[src/rtl/mem_arbiter_pkg.sv]
// Shared encodings for the IFU/LSU memory port arbiter.
package mem_arbiter_pkg;

  // Transaction phase of the shared memory port
  typedef enum logic [1:0] {
    IDLE  = 2'd0,
    REQ   = 2'd1,
    RESP  = 2'd2,
    DRAIN = 2'd3
  } state_t;

  // Which requester currently owns the memory port
  typedef enum logic [1:0] {
    OWN_NONE = 2'd0,
    OWN_IFU  = 2'd1,
    OWN_LSU  = 2'd2
  } owner_t;

  // All byte lanes; reads implicitly use the full word
  localparam logic [7:0] MASK_ALL = 8'hFF;

endpackage

[src/rtl/mem_arbiter.sv]
// Shares one memory port between the instruction fetch unit (read-only)
// and the load/store unit. LSU wins ties, but after MAX_STREAK consecutive
// LSU grants with the IFU waiting, the IFU is served. A response timeout
// hands the owner an error and then drains the late memory response.
module mem_arbiter
  import mem_arbiter_pkg::*;
#(
  parameter int ADDR_W     = 32,
  parameter int DATA_W     = 32,
  parameter int MAX_STREAK = 4,
  parameter int TIMEOUT    = 255
) (
  input  logic              clk,
  input  logic              rst_n,
  input  logic              ifu_req_valid,
  output logic              ifu_req_ready,
  input  logic [ADDR_W-1:0] ifu_addr,
  output logic              ifu_resp_valid,
  input  logic              ifu_resp_ready,
  output logic [DATA_W-1:0] ifu_rdata,
  output logic              ifu_resp_err,
  input  logic              lsu_req_valid,
  output logic              lsu_req_ready,
  input  logic [ADDR_W-1:0] lsu_addr,
  input  logic              lsu_wen,
  input  logic [DATA_W-1:0] lsu_wdata,
  input  logic [7:0]        lsu_wmask,
  output logic              lsu_resp_valid,
  input  logic              lsu_resp_ready,
  output logic [DATA_W-1:0] lsu_rdata,
  output logic              lsu_resp_err,
  output logic              mem_req_valid,
  input  logic              mem_req_ready,
  output logic [ADDR_W-1:0] mem_addr,
  output logic              mem_wen,
  output logic [DATA_W-1:0] mem_wdata,
  output logic [7:0]        mem_wmask,
  input  logic              mem_resp_valid,
  output logic              mem_resp_ready,
  input  logic [DATA_W-1:0] mem_rdata
);

  localparam logic [3:0] STREAK_LIMIT = 4'(MAX_STREAK);
  localparam logic [7:0] TCNT_LIMIT   = 8'(TIMEOUT);

  state_t     state, state_next;
  owner_t     owner, owner_next;
  logic [3:0] streak, streak_next;
  logic [7:0] tcnt, tcnt_next;
  logic       own_resp_ready;
  logic       timed_out;
  logic       grant_lsu;
  logic       grant_ifu;

  assign own_resp_ready = (owner == OWN_LSU) ? lsu_resp_ready :
                          (owner == OWN_IFU) ? ifu_resp_ready : 1'b0;

  assign timed_out = (TIMEOUT != 0) && (state == RESP) && (tcnt == TCNT_LIMIT);

  // Fixed LSU-first priority, overridden once the IFU has waited through a full streak
  always_comb begin
    grant_lsu = 1'b0;
    grant_ifu = 1'b0;
    if (lsu_req_valid && !(ifu_req_valid && (streak == STREAK_LIMIT))) begin
      grant_lsu = 1'b1;
    end else if (ifu_req_valid) begin
      grant_ifu = 1'b1;
    end
  end

  // State, owner, streak and timeout counter registers
  always_ff @(posedge clk or negedge rst_n) begin
    if (!rst_n) begin
      state  <= IDLE;
      owner  <= OWN_NONE;
      streak <= '0;
      tcnt   <= '0;
    end else begin
      state  <= state_next;
      owner  <= owner_next;
      streak <= streak_next;
      tcnt   <= tcnt_next;
    end
  end

  // Next-state logic: grant in IDLE, then walk one transaction through REQ/RESP
  always_comb begin
    state_next  = state;
    owner_next  = owner;
    streak_next = streak;
    tcnt_next   = tcnt;
    case (state)
      IDLE: begin
        owner_next = OWN_NONE;
        if (grant_lsu) begin
          owner_next = OWN_LSU;
          state_next = REQ;
          if (!ifu_req_valid) begin
            streak_next = '0;
          end else if (streak != STREAK_LIMIT) begin
            streak_next = streak + 4'd1;
          end
        end else if (grant_ifu) begin
          owner_next  = OWN_IFU;
          state_next  = REQ;
          streak_next = '0;
        end else begin
          streak_next = '0;
        end
      end
      REQ: begin
        if (mem_req_ready) begin
          state_next = RESP;
          tcnt_next  = '0;
        end
      end
      RESP: begin
        if (timed_out) begin
          if (own_resp_ready) begin
            state_next = DRAIN;
            owner_next = OWN_NONE;
          end
        end else if (mem_resp_valid && own_resp_ready) begin
          state_next = IDLE;
          owner_next = OWN_NONE;
        end else if (tcnt != 8'hFF) begin
          tcnt_next = tcnt + 8'd1;
        end
      end
      DRAIN: begin
        if (mem_resp_valid) begin
          state_next = IDLE;
          owner_next = OWN_NONE;
        end
      end
      default: state_next = IDLE;
    endcase
  end

  // Output steering: only the owner sees handshakes, everything else idles at zero
  always_comb begin
    ifu_req_ready  = 1'b0;
    ifu_resp_valid = 1'b0;
    ifu_rdata      = '0;
    ifu_resp_err   = 1'b0;
    lsu_req_ready  = 1'b0;
    lsu_resp_valid = 1'b0;
    lsu_rdata      = '0;
    lsu_resp_err   = 1'b0;
    mem_req_valid  = 1'b0;
    mem_addr       = '0;
    mem_wen        = 1'b0;
    mem_wdata      = '0;
    mem_wmask      = 8'h00;
    mem_resp_ready = 1'b0;
    case (state)
      REQ: begin
        if (owner == OWN_LSU) begin
          mem_req_valid = 1'b1;
          mem_addr      = lsu_addr;
          mem_wen       = lsu_wen;
          mem_wdata     = lsu_wdata;
          mem_wmask     = lsu_wmask;
          lsu_req_ready = mem_req_ready;
        end else if (owner == OWN_IFU) begin
          mem_req_valid = 1'b1;
          mem_addr      = ifu_addr;
          mem_wmask     = ~MASK_ALL;
          ifu_req_ready = mem_req_ready;
        end
      end
      RESP: begin
        if (timed_out) begin
          ifu_resp_valid = (owner == OWN_IFU);
          ifu_resp_err   = (owner == OWN_IFU);
          lsu_resp_valid = (owner == OWN_LSU);
          lsu_resp_err   = (owner == OWN_LSU);
        end else begin
          mem_resp_ready = own_resp_ready;
          if (owner == OWN_LSU) begin
            lsu_resp_valid = mem_resp_valid;
            lsu_rdata      = mem_rdata;
          end else if (owner == OWN_IFU) begin
            ifu_resp_valid = mem_resp_valid;
            ifu_rdata      = mem_rdata;
          end
        end
      end
      DRAIN: begin
        mem_resp_ready = 1'b1;
      end
      default: ;
    endcase
  end

endmodule

[config.mk]
export PLATFORM = sky130hd
export DESIGN_NAME = mem_arbiter
export DESIGN_NICKNAME = d
export VERILOG_FILES = /design/src/rtl/mem_arbiter_pkg.sv /design/src/rtl/mem_arbiter.sv
export SDC_FILE = /design/constraint.sdc
export NUM_CORES = 1
export LEC_CHECK = 0
export CAP_MARGIN = 20
export CORE_AREA = 2 2 113 115
export CTS_BUF_LIST = sky130_fd_sc_hd__clkbuf_16
export CTS_CLUSTER_DIAMETER = 30
export DETAILED_ROUTE_END_ITERATION = 7
export DIE_AREA = 0 0 115 117
export SLEW_MARGIN = 25
export SYNTH_ARGS = -nofsm -noshare
export SYNTH_HDL_FRONTEND = slang
export SYNTH_SLANG_ARGS = --single-unit
[constraint.sdc]
create_clock -name clk -period 2.3 [get_ports clk]
set_input_delay 0.46 -clock clk [delete_from_list [all_inputs] [get_ports clk]]
set_output_delay 0.46 -clock clk [all_outputs]
set_load 0.01 [all_outputs]
* Word-level counts from Yosys, hierarchy flattened
Cells that the tools add are included.
** Storage, ports and cells
- Memory bits (read-only) :: 0
- Input bits :: 145
- Output and inout port bits :: 145
- Flip-flop bits (word level) :: 16
- Latch bits :: 0
- Logic and storage cells :: 99
- RAM bits :: 0
- Memories :: 0
** Cells by class
- Equality and inequality tests :: 18
- Mux-type cells :: 63
- Bitwise gates (word level) :: 0
- $lt $le $gt $ge :: 0
- Add/sub/neg operators :: 2
- Multiply operators :: 0
- Div/mod/pow operators :: 0
- Reductions and logical operators :: 12
- Shifts and indexed selects :: 0
** Operator list (number)
- two-way mux 32 bit :: 12
- two-way mux 8 bit :: 6
- two-way mux 1 bit :: 28
- two-way mux 2 bit :: 10
- one-hot mux 8 bit (2 select lines) :: 1
- two-way mux 4 bit :: 3
- AND reduction 5 bit :: 2
- adder 8 x 1 -> 8 bit (second input constant) :: 1
- == test 8 bit (second input constant) :: 1
- inequality test 2 bit (second input constant) :: 4
- inequality test 8 bit (second input constant) :: 1
- one-hot mux 2 bit (4 select lines) :: 1
- == test 2 bit (second input constant) :: 3
- inequality test 3 x 2 -> 1 bit (second input constant) :: 2
- inequality test 3 bit (second input constant) :: 2
- one-hot mux 2 bit (3 select lines) :: 1
- adder 4 x 1 -> 4 bit (second input constant) :: 1
- == test 2 x 1 -> 1 bit (second input constant) :: 2
- == test 4 x 3 -> 1 bit (second input constant) :: 1
- logical AND 1 bit :: 4
- inequality test 4 x 3 -> 1 bit (second input constant) :: 1
- AND reduction 4 bit :: 1
- nonzero test 3 bit :: 1
- zero test 2 bit :: 1
- other kinds (5) :: 5

* Logic depth before layout (Yosys ltp)
Gate-level depths: netlist of run 1.
- Depth in word-level cells :: 8
- Gate-level depth with buffers :: 7
- Depth with buffers taken out :: 6

* Worst setup path before layout of run 1
Ideal clock, no wire load.
- Path kind :: register -> output
- Start point :: register owner[0]
- End point :: output port mem_addr[10]
- Path slack :: 345 ps
- Cell stages (with the launch flop) :: 7
- Data required time :: 1840 ps
- Path buffers :: 2
- Data arrival time :: 1495 ps
- Cell sequence :: dfrtp_1 > inv_1 > ha_1 > nor4bb_1 > clkbuf_1 > buf_2 > a22o_1
** Between the ends
- Longest elaborated chain between the ends :: 4
- Elaborated cells between the ends (all ways) :: 5
- Those cells by class :: eq/ne (2); mux (3)
** Ends and longest elaborated chain
- from (decl) :: RTL line mem_arbiter.sv:47 : owner_t owner, owner_next;
- from (signal assigned) :: RTL line mem_arbiter.sv:80 : owner <= owner_next;
- == test 2 x 1 -> 1 bit :: RTL line mem_arbiter.sv:165 : end else if (owner == OWN_IFU) begin
- two-way mux 32 bit :: RTL line mem_arbiter.sv:165
- two-way mux 32 bit (*) :: RTL line mem_arbiter.sv:158 : if (owner == OWN_LSU) begin
- two-way mux 32 bit (*) :: RTL line mem_arbiter.sv:156 : case (state)
- to (decl) :: RTL line mem_arbiter.sv:34 : output logic [ADDR_W-1:0] mem_addr,
Every way passes the cells marked *; elsewhere a longest branch is shown, timed or not.

* Worst setup path after layout of run 1
- Start point :: register owner[1]
- End point :: output port mem_addr[10]
Same word-level chain as after synthesis.

==> results of run 1 <==
sequential cells by signal (all words and copies together), names as in the netlist:
register / flops
tcnt: 8
streak: 4
owner: 2
state: 2
power groups by stage:
stage	clock network [mW]	registers (mW)	logic (mW)
6_report	0.338	0.457	2.59
5_1_grt	0.358	0.469	2.80
4_1_cts	0.345	0.455	2.47
3_5_place_dp	0	0.453	2.38
3_3_place_gp	0	0.447	2.34
2_1_floorplan	0	0.434	1.01
logic make-up after synthesis:
| family | count (synthesis) |
|---|---|
| flops | 16 |
| compound gates | 50 |
| buf+inv | 31 |
| mux | 8 |
| simple gates | 171 |
| fa+ha+maj | 5 |
how the worst max path moves through the flow:
stage / from / endpoint / slack (ns) / cells past startpoint
6_report: owner[1] / mem_addr[10] / -0.13 / 9
3_5_place_dp: owner[0] / mem_addr[20] / -0.20 / 7
3_3_place_gp: owner[0] / mem_addr[30] / -0.17 / 6
2_1_floorplan: owner[0] / mem_addr[10] / 0.34 / 6
5_1_grt: owner[0] / mem_addr[10] / -0.19 / 10
4_1_cts: owner[1] / mem_addr[16] / -0.13 / 8
timing repair:
action                                  in CTS  in global routing
gates cloned                                 5                  4
endpoints found under the hold margin        0                  0
pin swaps                                   20                 25
endpoints found under the setup margin     144                128
resized for setup                          448                109
buffers inserted                            22                  5
Yosys cell counts, types with 2 or more instances:
cell type | n | share of area
nand3_1 | 10 | 0.024
ha_1 | 5 | 0.030
nand3b_1 | 2 | 0.0071
nor2_1 | 6 | 0.011
a21oi_1 | 4 | 0.0095
clkbuf_2 | 6 | 0.014
a22o_1 | 32 | 0.13
nor2b_1 | 3 | 0.0089
inv_1 | 6 | 0.011
o2bb2ai_1 | 2 | 0.0083
dfrtp_1 | 16 | 0.19
a21o_1 | 3 | 0.011
o22ai_1 | 2 | 0.0059
o21ai_0 | 3 | 0.0071
mux2i_1 | 7 | 0.033
and2_1 | 107 | 0.32
nand4b_1 | 2 | 0.0083
nand2_1 | 18 | 0.032
nand4_1 | 4 | 0.012
nor3_1 | 4 | 0.0095
buf_6 | 2 | 0.011
nand2b_1 | 3 | 0.0089
buf_2 | 9 | 0.021
clkbuf_1 | 8 | 0.014
routing by layer:
layer / part of all wire / routed length (µm)
met1: 0.45 / 6800
met2: 0.46 / 7020
met3: 0.084 / 1290
met4: 0.0060 / 91
met5: 0.00092 / 14
through the flow:
| stage | cell area (µm²) | TNS (ns) |
|---|---|---|
| floorplan | 2120 | 0 |
| global placement | 5410 | -12.10 |
| detailed placement | 5410 | -15.85 |
| CTS | 5500 | -2.48 |
| global route | 5620 | -6.14 |
| finish | 5620 | -1.77 |
final cells by class:
cell class / count / area share
Timing Repair Buffer: 349 / 0.574
Clock inverter: 1 / 0.000667
Multi-Input combinational cell: 234 / 0.304
Clock buffer: 3 / 0.0133
Tap cell: 150 / 0.0334
Sequential cell: 16 / 0.0712
Inverter: 6 / 0.00400
layout by cell type (no fill, tap or decap), types with 4 or more instances in the layout:
cell type / n
clkdlybuf4s50_1: 145
and2_4: 23
inv_1: 4
a22o_1: 30
clkbuf_16: 5
and2_1: 84
clkdlybuf4s15_2: 4
nand2_1: 18
buf_12: 11
nor2_1: 4
nand4_1: 4
clkdlybuf4s15_1: 7
a21oi_1: 4
dfrtp_1: 16
clkbuf_2: 23
buf_4: 25
nor3_1: 4
buf_2: 62
mux2i_1: 7
dlygate4sd2_1: 24
buf_8: 4
nand3_1: 9
buf_6: 40
worst register-to-register path: stages, from the launching register on:
cell and delay (ns):
dfrtp_1 0.40, ha_4 0.18, buf_4 0.13, buf_4 0.12
nand3b_1 0.16, a21o_1 0.29, a311o_1 0.38, nand3_1 0.08
==> run metrics, run 1 <==
Die Wd=115 µm; unrepaired setup endpoints after global routing=yes; WS Path Type=reg -> out; R2R cell count=7; Logic pwr share=0.765; Final ANT Viol Nets=0; most frequent cell on the critical path=buf_6; GR Util All Layers=0.204; R2R Setup Slk=0.48 ns; first-pass GRT wire length=20.6 mm; initial core utilization=0.172; crit path buf inv count=6; hold depth=1; clk sink count=16; Data required, critical path=about 1.8 ns; vias in the first global route=3271; die area=0.0135 mm²; crit start category=flop; worst-path maximum fanout=4; ant diodes=0; Post-Synth Adder-Cell Area=0.0296; GPL Wtd Cong=just under 1; multi-input logic area=0.00171 mm²; placeable core region=approximately 0.012 mm²; Synth cell types=41; initial antenna violation count=1; Design Power=3.39 mW; Max-slew headroom=0.788; top_reg_cell synth=dfrtp_1; clock buffer count from CTS=3; share of layout cells above drive strength 1=0.355; mean post-synth cell area=7.53 µm²; Worst R2R Start=owner[1]; area growth from synthesis to layout=166%; met1 Use GR=0.282; Post-synth ARST share=1.00; post-layout util=0.457; clock power share=0.100; CP peak stage delay=0.40 ns; Sequential Power Share=0.135; drt first pass iters=4; switch share=0.396; Die Span Y=approximately 120 µm; Pwr per Cell Area=603 mW/mm²; Post-Syn Area=approximately 0.0021 mm²; largest net degree at the start of global routing=33; Hold Violations, Final=0; Final WS setup=-0.132 ns; Internal=~2 mW; Max Freq=411 MHz; Slowest-stage cell, CP=dfrtp_1; I/O pins=290; # hold bufs at CTS=0; Slew Limit Fails=0; final hold slack=0.499 ns; Synth Area in Simple Gates=0.483; final setup violation count=52; DR iter-0 viols=123; P_leak=2.81 nW; CTS clock-pin slew for the worst setup and hold paths=0.05 ns; Syn Inst Count=281; sequential share of the synthesized area=0.189; Clock Latency Late Sink=0.25 ns; WL final=15.2 mm; synthesized flop and latch total=16; placed cells=slightly above 700; Top delay family on crit path=buffers and inverters; Endpoint, Worst Hold=tcnt[6]; status=complete, but fails checks; FILL cells=approximately 1.3k; compound-cell area share of the yosys netlist=0.189; clock root buffer=clkbuf_16; DR vias=roughly 3.3k; violated checks=negative setup slack; Sw Pwr=1.34 mW; H-tree lvl count=1; Site Rows=between 40 and 50; main combinational cell family by area after synthesis=simple AND/OR/NAND/NOR gates; synthesis warning total=0; Min-Delay Startpoint=tcnt[6]; Final Cycle Share=1.06; post-synthesis mux area share=0.0384; grt ovf=0; Worst setup EP type=output pin; sequential cell area=400 µm²; CTS Buffer Depth=2; Avg WL per Cell=20.0 µm; Nets=760; Slew @ Worst Pin=about 0.32 ns; HPWL after detailed placement=11.9 mm; worst path cell trace=ha_4 -> buf_6 -> nor4bb_4 -> buf_12 -> buf_12 -> buf_6 -> buf_6 -> a22o_1 -> buf_6; DRC=0; Post-synth EDFFs=0; Net Count, Synth=431; Tmin final=2.43 ns; met3 Usage GRT=0.0566; Peak VDD IR=around 0.57 mV; maxcap violations=0; fin cells=759; DR vias/cell=4.41; worst r2r dst=tcnt[1]; clock skew=0.00141 ns; M2 GR Usage=0.330; HP Class=reg -> reg; IO Port Bufs=289; xor and xnor area share after synthesis=0; crit path DAT=1.97 ns; CTS tree=yes; Top Usage Layer GRT=met2; DP Worst Slack=-0.201 ns
No activity file was read; power rests on OpenSTA's default activity.
==> run 2: changes to the inputs <==
--- a/config.mk
+++ b/config.mk
@@ -11,6 +11,7 @@
 export CTS_CLUSTER_DIAMETER = 30
 export DETAILED_ROUTE_END_ITERATION = 7
 export DIE_AREA = 0 0 115 117
+export PLACE_DENSITY = 0.6
 export SLEW_MARGIN = 25
 export SYNTH_ARGS = -nofsm -noshare
 export SYNTH_HDL_FRONTEND = slang
==> results of run 2 <==
No change in the layout: final DEF, timing and power equal those of run 1.
==> run 3: changes to the inputs <==
--- a/config.mk
+++ b/config.mk
@@ -12,6 +12,7 @@
 export DETAILED_ROUTE_END_ITERATION = 7
 export DIE_AREA = 0 0 115 117
 export PLACE_DENSITY = 0.6
+export SETUP_SLACK_MARGIN = 0.05
 export SLEW_MARGIN = 25
 export SYNTH_ARGS = -nofsm -noshare
 export SYNTH_HDL_FRONTEND = slang
==> run 3 against run 2 <==
The flow still finishes with violations (negative setup slack). Sequential power grew 3%. Non-clock buffer count grew 17. Power increased by 12%. Design area rose by 9.8%. Worst hold slack worse by 0.0018 ns. First-iteration DRC count is 17% higher. Via count grew 4.4%. Clock skew rose by 0.0010 ns. Routed wire length increased by 3.7%. Setup slack improved by 0.036 ns. Count of clock-buffer cells in the layout unchanged. Clock power about the same. Critical path type unchanged. Critical endpoint is now mem_addr[13].
==> run metrics, run 3 (synthesis results as in run 1) <==
P_leak=2.98 nW (+6.3%); WS Path Type=reg -> out; IO Port Bufs=289 (unchanged); Avg WL per Cell=20.3 µm (+1.4%); initial core utilization=0.172 (unchanged); Slew Limit Fails=0 (unchanged); DR vias/cell=4.50 (+2.1%); Clock Latency Late Sink=0.25 ns (about the same); maxcap violations=0 (unchanged); CTS tree=yes; FILL cells=1181 (-6.0%); H-tree lvl count=1 (unchanged); initial antenna violation count=1 (unchanged); DR vias=3494 (+4.4%); first-pass GRT wire length=21.4 mm (+3.8%); crit start category=flop; largest net degree at the start of global routing=17 (-48%); multi-input logic area=0.00183 mm² (+7.2%); Site Rows=41 (unchanged); CTS Buffer Depth=2 (unchanged); clk sink count=16 (unchanged); GR Util All Layers=0.212 (+0.00772); unrepaired setup endpoints after global routing=yes; WL final=15.8 mm (+3.7%); Die Wd=115 µm (unchanged); status=complete, but fails checks; Peak VDD IR=0.589 mV (+3.9%); area growth from synthesis to layout=192%; top flop regs=tcnt x8, streak x4; DRC=0 (unchanged); Max Freq=417 MHz (+1.5%); HPWL after detailed placement=11.9 mm (unchanged); grt ovf=0 (unchanged); Pwr per Cell Area=617 mW/mm² (+2.3%); Worst setup EP type=output pin; most frequent cells in the layout=clkdlybuf4s50_1, buf_6, and2_4; Data required, critical path=1.84 ns (about the same); die area=0.0135 mm² (unchanged); Tmin final=2.40 ns (-0.0361 ns); DR iter-0 viols=144 (+17%); CTS clock-pin slew for the worst setup and hold paths=0.05 ns (about the same); max reg flops=8 (unchanged); # hold bufs at CTS=0 (unchanged); Max-slew headroom=0.784 (-0.00371); Slew @ Worst Pin=0.323 ns (+0.00555 ns); Final Cell Area=0.00618 mm² (+9.8%); I/O pins=290 (unchanged); Top reg by flops=tcnt; sequential cell area=400 µm² (unchanged); clock skew=0.00246 ns (+0.00105 ns); Placed Instance Area=0.00541 mm² (unchanged); clock root buffer=clkbuf_16; commonest non-fill, non-tap cell in the layout=clkdlybuf4s50_1; worst-path maximum fanout=5 (+1); Final ANT Viol Nets=0 (unchanged); Nets=777 (+2.2%); clock buffer count from CTS=3 (unchanged); placed cells=725 (unchanged); HP Class=reg -> reg; ant diodes=0 (unchanged); violated checks=negative setup slack; fin cells=776 (+2.2%); Final WS setup=-0.0955 ns (+0.0361 ns); post-layout util=0.502 (+0.0449); crit path DAT=1.94 ns (-0.03 ns); Hold Violations, Final=0 (unchanged); placeable core region=0.0123 mm² (unchanged); drt first pass iters=4 (unchanged); final setup violation count=40 (-23%); vias in the first global route=3371 (+3.1%); Die Span Y=117 µm (unchanged); share of layout cells above drive strength 1=0.478 (+0.123); Final Cycle Share=1.04 (-0.0157); GPL Wtd Cong=0.963 (unchanged)
[run 3: cell count changes in the layout (fill, tap and decap cells not counted), moves of 5 or more]
cell / previous run / this run
dlygate4sd2_1: 24 / 4
buf_2: 62 / 40
buf_6: 40 / 89
clkbuf_2: 23 / 29
and2_1: 84 / 45
and2_4: 23 / 62
buf_12: 11 / 16
[run 3: worst max-delay path, cell delays in order, from the launching register on]
cell and delay (ns):
dfrtp_1 0.40, ha_4 0.19, buf_6 0.12, nor4bb_4 0.32, buf_12 0.16, buf_12 0.11
buf_12 0.10, a22o_1 0.14, buf_2 0.14
[run 3: what timing repair did]
action                                 CTS  global route
endpoints found under the hold margin    0             0
gates resized for setup                539           180
setup buffers                           34            10
setup endpoints to repair              144           130
cloned                                   7             2
pin swaps                               44            34
[run 3: cell type report]
cell class              instances  share of cell area
repair buffers                366               0.592
clock buffers                   3              0.0122
well taps                     150              0.0304
inverters                       6             0.00365
multi-input cells             234               0.297
flip-flops and latches         16              0.0648
clock inverters                 1            0.000608
[run 3: report_power, final]
group | internal [mW] | leakage, nW | switching [mW]
registers | 0.372 | 0.212 | 0.0991
clock network | 0.230 | 0.0385 | 0.106
logic | 1.75 | 2.73 | 1.25
[run 3: stage by stage]
step | hold slack, ns | TNS (ns) | power [mW] | worst slack (ns)
after floorplan | 0.164 | 0 | 1.45 | 0.345
after global placement | 0.478 | -12.10 | 2.79 | -0.171
after detailed placement | 0.488 | -15.85 | 2.83 | -0.201
after CTS | 0.502 | -4.73 | 3.62 | -0.144
after global routing | 0.544 | -5.64 | 4.05 | -0.141
final | 0.497 | -2.05 | 3.81 | -0.0955
[run 3: worst paths after layout]
path,slack [ns],cells past startpoint,end,from
max,-0.1,8,mem_addr[13],owner[1]
min,0.50,1,tcnt[6],tcnt[6]
max reg2reg,0.60,6,tcnt[1],owner[1]
min reg2reg,0.50,1,tcnt[6],tcnt[6]
max in group asynchronous,1.59,2,owner[0],rst_n
min in group asynchronous,0.53,2,tcnt[0],rst_n
[run 3: layer usage]
layer / vias to the layer above / part of all wire / GRT usage
met2: 170 / 0.46 / 0.338
met5: - / 0.00089 / 0
li1: 1655 / - / -
met1: 1646 / 0.44 / 0.301
met4: 2 / 0.012 / 0.0281
met3: 21 / 0.081 / 0.0484
